===== src/rtl/apb3_slave_regs.sv =====
// ---------------------------------------------------------------------------
// apb3_slave_regs
//
// APB3 completer terminating a bus slot with a bank of 32-bit read/write
// control registers. Transfers can be stretched by a fixed number of wait
// states; misaligned or out-of-range accesses complete with PSLVERR and have
// no side effects. All registers are exported as one flat vector, with a
// one-cycle write pulse per register for the surrounding core.
//
// Ports:
//   clk           system clock, rising edge
//   rst_n         asynchronous active-low reset
//   apb3_psel     slave select
//   apb3_penable  access phase marker
//   apb3_pwrite   1 = write, 0 = read
//   apb3_paddr    byte address; word index is paddr[AW-1:2]
//   apb3_pwdata   write data, sampled in the setup phase
//   apb3_pready   transfer completion (registered)
//   apb3_prdata   read data (registered), nonzero only while pready=1
//   apb3_pslverr  error response (registered), valid while pready=1
//   cr_regs       register contents, register i at [32i+31:32i]
//   cr_wr_pulse   bit i high for one cycle when register i has been written
// ---------------------------------------------------------------------------
module apb3_slave_regs #(
    parameter int unsigned APB_ADDR_WIDTH_P = 8,
    parameter int unsigned APB_DATA_WIDTH_P = 32,
    parameter int unsigned NR_OF_REGS_P     = 16,
    parameter int unsigned WAIT_STATES_P    = 0
) (
    input  logic                                     clk,
    input  logic                                     rst_n,
    input  logic                                     apb3_psel,
    input  logic                                     apb3_penable,
    input  logic                                     apb3_pwrite,
    input  logic [APB_ADDR_WIDTH_P-1:0]              apb3_paddr,
    input  logic [APB_DATA_WIDTH_P-1:0]              apb3_pwdata,
    output logic                                     apb3_pready,
    output logic [APB_DATA_WIDTH_P-1:0]              apb3_prdata,
    output logic                                     apb3_pslverr,
    output logic [NR_OF_REGS_P*APB_DATA_WIDTH_P-1:0] cr_regs,
    output logic [NR_OF_REGS_P-1:0]                  cr_wr_pulse
);

    localparam int unsigned IDX_W = APB_ADDR_WIDTH_P - 2;
    localparam int unsigned DW    = APB_DATA_WIDTH_P;

    typedef enum logic [1:0] {
        IDLE   = 2'd0,
        ACCESS = 2'd1,
        DONE   = 2'd2
    } state_t;

    state_t                     state_q, state_d;
    logic [3:0]                 cnt_q, cnt_d;
    logic [IDX_W-1:0]           idx_q, req_idx, op_idx;
    logic                       write_q, err_q, req_err, op_write, op_err;
    logic [DW-1:0]              wdata_q, op_wdata, rd_word;
    logic [NR_OF_REGS_P*DW-1:0] regs_q;
    logic                       setup, latch, complete;

    assign setup   = apb3_psel & ~apb3_penable;
    assign req_idx = apb3_paddr[APB_ADDR_WIDTH_P-1:2];
    assign req_err = (apb3_paddr[1:0] != 2'b00) || (32'(req_idx) >= NR_OF_REGS_P);

    // pready is registered, so completion is decided one edge ahead of the
    // cycle in which it is seen: at the setup edge when there are no wait
    // states, otherwise on the edge where the counter reaches 1. The state
    // therefore reads DONE during the cycle that pready is high.
    always_comb begin
        state_d  = state_q;
        cnt_d    = cnt_q;
        latch    = 1'b0;
        complete = 1'b0;
        case (state_q)
            IDLE, DONE: begin
                state_d = IDLE;
                if (setup) begin
                    latch = 1'b1;
                    if (WAIT_STATES_P == 0) begin
                        complete = 1'b1;
                        state_d  = DONE;
                    end else begin
                        cnt_d   = 4'(WAIT_STATES_P);
                        state_d = ACCESS;
                    end
                end
            end
            ACCESS: begin
                if (!apb3_psel) begin
                    state_d = IDLE;
                    cnt_d   = '0;
                end else if (cnt_q > 4'd1) begin
                    cnt_d = cnt_q - 4'd1;
                end else begin
                    complete = 1'b1;
                    cnt_d    = '0;
                    state_d  = DONE;
                end
            end
            default: begin
                state_d = IDLE;
            end
        endcase
    end

    // Transfer attributes come straight from the bus when completing on the
    // same edge that latches them (zero wait states).
    assign op_idx   = latch ? req_idx     : idx_q;
    assign op_write = latch ? apb3_pwrite : write_q;
    assign op_err   = latch ? req_err     : err_q;
    assign op_wdata = latch ? apb3_pwdata : wdata_q;

    always_comb begin
        rd_word = '0;
        for (int unsigned i = 0; i < NR_OF_REGS_P; i++) begin
            if (op_idx == IDX_W'(i)) begin
                rd_word = regs_q[i*DW +: DW];
            end
        end
    end

    always_ff @(posedge clk or negedge rst_n) begin
        if (!rst_n) begin
            state_q      <= IDLE;
            cnt_q        <= '0;
            idx_q        <= '0;
            write_q      <= 1'b0;
            err_q        <= 1'b0;
            wdata_q      <= '0;
            regs_q       <= '0;
            apb3_pready  <= 1'b0;
            apb3_pslverr <= 1'b0;
            apb3_prdata  <= '0;
            cr_wr_pulse  <= '0;
        end else begin
            state_q <= state_d;
            cnt_q   <= cnt_d;
            if (latch) begin
                idx_q   <= req_idx;
                write_q <= apb3_pwrite;
                err_q   <= req_err;
                wdata_q <= apb3_pwdata;
            end
            apb3_pready  <= complete;
            apb3_pslverr <= complete & op_err;
            apb3_prdata  <= (complete && !op_write && !op_err) ? rd_word : '0;
            cr_wr_pulse  <= '0;
            if (complete && op_write && !op_err) begin
                for (int unsigned i = 0; i < NR_OF_REGS_P; i++) begin
                    if (op_idx == IDX_W'(i)) begin
                        regs_q[i*DW +: DW] <= op_wdata;
                        cr_wr_pulse[i]     <= 1'b1;
                    end
                end
            end
        end
    end

    assign cr_regs = regs_q;

endmodule


===== config.mk =====
export PLATFORM = sky130hd
export DESIGN_NAME = apb3_slave_regs
export DESIGN_NICKNAME = d
export VERILOG_FILES = /design/src/rtl/apb3_slave_regs.sv
export SDC_FILE = /design/constraint.sdc
export NUM_CORES = 1
export LEC_CHECK = 0
export CAP_MARGIN = 20
export CELL_PAD_IN_SITES_DETAIL_PLACEMENT = 0
export CELL_PAD_IN_SITES_GLOBAL_PLACEMENT = 1
export CORE_ASPECT_RATIO = 1.5
export CORE_MARGIN = 10
export CORE_UTILIZATION = 41
export DETAILED_ROUTE_END_ITERATION = 10
export PLACE_DENSITY_LB_ADDON = 0.1
export REMOVE_ABC_BUFFERS = 1
export SLEW_MARGIN = 20
export SYNTH_ARGS = -nofsm -noshare
export SYNTH_HDL_FRONTEND = slang
export SYNTH_SLANG_ARGS = --single-unit

===== constraint.sdc =====
create_clock -name clk -period 3.8 [get_ports clk]
set_input_delay 0.95 -clock clk [delete_from_list [all_inputs] [get_ports clk]]
set_output_delay 0.95 -clock clk [all_outputs]
set_load 0.02 [all_outputs]

==> flow_results.org <==
** Route
- In this run the remaining antenna-violating nets after routing total 0.
- The detailed router placed 25340 vias in this run.
- For this block, the initial DRC count from the detailed router was roughly 2700.
- Dividing the detail-routed via count by the number of cells gives between 5 and 6.
- Initial DRT Pass Iterations :: 7
- WL per Instance :: ~32 um
- Routed WL :: around 140000 um
- For this run, design rule violations remaining after detail routing come to 0.

** Synth
- The synthesized netlist contains 71 unique library cells.
- Of the total synthesized cell area, the portion taken by full adders, half adders and majority gates is 0%.
- Post-Synthesis Cell Area :: 25900 sq um
- Mux contribution to synthesized area :: 2.95%
- Synthesis Warnings :: 0
- Synth Flop Type :: sky130_fd_sc_hd__dfrtp_1
- The synthesized design contains 0 enable-type register cells.
- Area fraction in and, or, nand and nor cells after synthesis :: between 10% and 20%
- Mapped Avg Cell Area :: 9.51 sq um
- After Yosys synthesis, XOR and XNOR cells account for 0% of the synthesized area.
- The cell count after synthesis came out at 2728.
- The synthesized design contains 600 register bits.
- Complex-gate fraction of the synthesized area :: 21.9%
- The largest total area in the synthesized netlist belongs to sky130_fd_sc_hd__dfrtp_1.
- Asr flop ratio synth :: 100%
- After synthesis, the largest family of logic cells by area is compound AO/OA/AOI/OAI gates.
- Register area share after synthesis :: 57.9%
- Post-synth top area share :: between 50% and 60%
- Area contributors post-synth :: sky130_fd_sc_hd__dfrtp_1 (58%), sky130_fd_sc_hd__o21ai_0 (8.3%), sky130_fd_sc_hd__nand2_1 (7.4%), sky130_fd_sc_hd__a21oi_1 (4.7%), sky130_fd_sc_hd__nor2_1 (3.1%)

** Timing
- Number of hold violations in the final report :: 0
- In the finished design, the share of the clock period the worst path needs comes to 93.1%.
- Final setup TNS :: 0 ns
- Final min period :: between 3 and 4 ns
- Setup-violating endpoint count in the final report :: 0
- Timing would allow up to between 200 and 300 MHz.
- Max-slew violation total from the final report :: 0
- WHS :: 0.275 ns
- Setup repair after global routing left no endpoint under its margin.
- On the final layout, the worst clock skew is 0.0232 ns.
- Slew at the pin with the worst max-slew slack :: 0.890 ns
- Slew Limit Headroom :: between 40% and 50%

** Global route
- Number of antenna violations at the first check in global routing :: 1
- After global routing the overflow that remains totals 0.
- The first global-routing pass estimated approximately 190000 um of wire.
- The number of global-route vias before repair came to 25535.
- Entering global routing, the biggest net connects 94 pins.
- Total global routing track utilization :: a little over a third

** Status
- Outcome :: finished, final reports clean

** Placement
- Including well taps, the total number of placed cells is around 4100.
- Detail Placement HPWL :: roughly 99000 um
- Number of I/O port buffers :: around 610
- Final weighted congestion in routability-driven placement :: about 0.94

** Die
- Die Footprint :: roughly 74000 sq um
- Core outline area :: 62500 sq um
- The floorplan has 112 rows.
- For this configuration, the core starts out at a cell density of between 40% and 50%.
- In this run the vertical extent of the chip is approximately 330 um.
- During I/O placement, the number of pins put on the boundary was slightly above 600.
- The floorplan step set the die width to 225 um.

** CTS
- The later pin in the worst-skew pair is clocked with a latency of approximately 0.65 ns.
- After clock tree synthesis, the clock-pin slew on the worst setup and hold paths is about 0.060 ns.
- Deepest clock path buffer count :: 3
- TritonCTS built the clock tree.
- Master cell of the clock root buffer :: sky130_fd_sc_hd__clkbuf_16
- In this run, CTS created clock tree buffers numbering between 50 and 60.
- The number of hold buffers added after CTS was 0.
- Post CTS Setup Buffer Count :: 0
- H-tree lvl count :: 2
- Post-cts repair resize count :: 0
- Sinks on Clock Net :: 600

** Pwr
- Overall power consumption after layout is estimated at 15.2 mW.
- Peak supply drop :: ~0.00035 V
- For this design the static power due to leakage is between 15 and 20 nW.
- In this run the power density over the cells is about 410 nW/um^2.

** Setup path
- The worst setup path is of the input pin to flip-flop kind.
- Worst Path Required :: 4.39 ns
- At the worst endpoint, the arrival time is approximately 4.1 ns.
- Worst-path maximum fanout :: 12
- The worst setup path is captured at a flip-flop.
- Category of the worst setup path launch point :: input pin

** Job
- Max-cap violations in this run came to 0.

** Hold path
- Tightest Hold Check Type :: input pin to async pin

** Layout
- Cells fill 58.7% of the core in the end.
- Relative area change from synthesis to final layout :: 41.6%
- Number of nets in the finished design :: between 3000 and 4000
- Cell Count, Final, Fillers Out :: ~4200
- The post-route netlist has approximately an eighth of its cells at a drive strength greater than 1.
==> placed cells by master (no fill, tap or decap), types with 10 or more instances in the layout <==
cell type and n:
sky130_fd_sc_hd__a221oi_1 30, sky130_fd_sc_hd__clkdlybuf4s50_1 605, sky130_fd_sc_hd__nor2_1 204, sky130_fd_sc_hd__inv_1 49, sky130_fd_sc_hd__buf_4 185, sky130_fd_sc_hd__buf_12 55, sky130_fd_sc_hd__a22oi_1 67, sky130_fd_sc_hd__clkinv_2 14
sky130_fd_sc_hd__clkbuf_8 10, sky130_fd_sc_hd__o221ai_1 10, sky130_fd_sc_hd__dfrtp_1 600, sky130_fd_sc_hd__nand3_1 23, sky130_fd_sc_hd__nor3_1 16, sky130_fd_sc_hd__o22ai_1 42, sky130_fd_sc_hd__mux2i_1 46, sky130_fd_sc_hd__a21oi_1 246
sky130_fd_sc_hd__clkbuf_16 60, sky130_fd_sc_hd__o21ai_0 431, sky130_fd_sc_hd__nand2_1 502, sky130_fd_sc_hd__clkbuf_1 16, sky130_fd_sc_hd__mux2_2 12, sky130_fd_sc_hd__a22o_1 14, sky130_fd_sc_hd__o211ai_1 15, sky130_fd_sc_hd__o2bb2ai_1 15
sky130_fd_sc_hd__a31oi_1 23
==> kinds of logic (layout without fill, tap and decap cells) <==
kind of cell    Yosys count  after routing
compound gates          966            966
buf+inv                 288           1009
flops                   600            600
mux                      67             67
other cells               0              1
simple gates            807            807
==> state kept, by name, indices dropped and copies added, names as in the netlist <==
name	count
apb3_prdata	32
apb3_pready	1
apb3_pslverr	1
cr_regs	512
cr_wr_pulse	16
idx_q	6
wdata_q	32
==> cell type report <==
class                   instances  area (sq um)
inverters                      52           195
multi-input cells            1840          9930
diodes                          1          2.50
fillers                      5541         25800
flip-flops and latches        600         15000
clock buffers                  86          1700
clock inverters                25           322
repair buffers                846          8560
well taps                     798           998
==> through the flow <==
step	cell area, sq um	setup WS, ns
final	36700	0.261
after global routing	36700	0.264
after CTS	36700	0.346
after detailed placement	34700	-0.327
after global placement	34700	-0.358
after floorplan	24900	-4.09
==> synth_stat cells (30+ instances only) <==
library cell and number:
sky130_fd_sc_hd__a221oi_1 30, sky130_fd_sc_hd__clkbuf_1 143, sky130_fd_sc_hd__a21oi_1 246, sky130_fd_sc_hd__o21ai_0 431, sky130_fd_sc_hd__o22ai_1 42, sky130_fd_sc_hd__buf_2 76
sky130_fd_sc_hd__nand2_1 514, sky130_fd_sc_hd__nor2_1 211, sky130_fd_sc_hd__inv_1 49, sky130_fd_sc_hd__dfrtp_1 600, sky130_fd_sc_hd__a22oi_1 67, sky130_fd_sc_hd__mux2i_1 46
==> layer usage <==
layer  share of wire, %  global-route usage (%)  vias up
li1                   -                       -    10901
met1                 36                    41.1    12609
met2                 48                    58.9     1481
met3                 10                    11.2      349
met4                5.8                    19.0        0
met5                  0                       0        -
==> path summary, 6_finish.rpt <==
| check | to | cells after the start | startpoint | slack [ns] |
|---|---|---|---|---|
| setup / recovery | apb3_prdata[14] | 10 | apb3_penable | 0.26 |
| hold / removal | cr_wr_pulse[7] | 1 | rst_n | 0.27 |
| setup reg to reg | apb3_prdata[14] | 9 | idx_q[5] | 0.91 |
| hold reg to reg | idx_q[4] | 2 | idx_q[4] | 0.49 |
| max in group asynchronous | apb3_pslverr | 3 | rst_n | 2.32 |
| min in group clk | idx_q[4] | 2 | idx_q[4] | 0.49 |
==> power by group <==
part / internal, mW / switching (mW)
Clock: 3.57 / 2.64
Combinational: 0.758 / 1.59
Sequential: 6.52 / 0.121
==> worst max-delay path: stages <==
cell and delay [ns]:
sky130_fd_sc_hd__clkdlybuf4s50_1 0.50, sky130_fd_sc_hd__buf_4 0.19, sky130_fd_sc_hd__nor4bb_1 0.68, sky130_fd_sc_hd__a31oi_2 0.12
sky130_fd_sc_hd__buf_12 0.21, sky130_fd_sc_hd__nor2_2 0.47, sky130_fd_sc_hd__buf_4 0.28, sky130_fd_sc_hd__a222oi_1 0.11
sky130_fd_sc_hd__a221oi_1 0.42, sky130_fd_sc_hd__buf_4 0.19
Power figures use the tool's default switching activity.
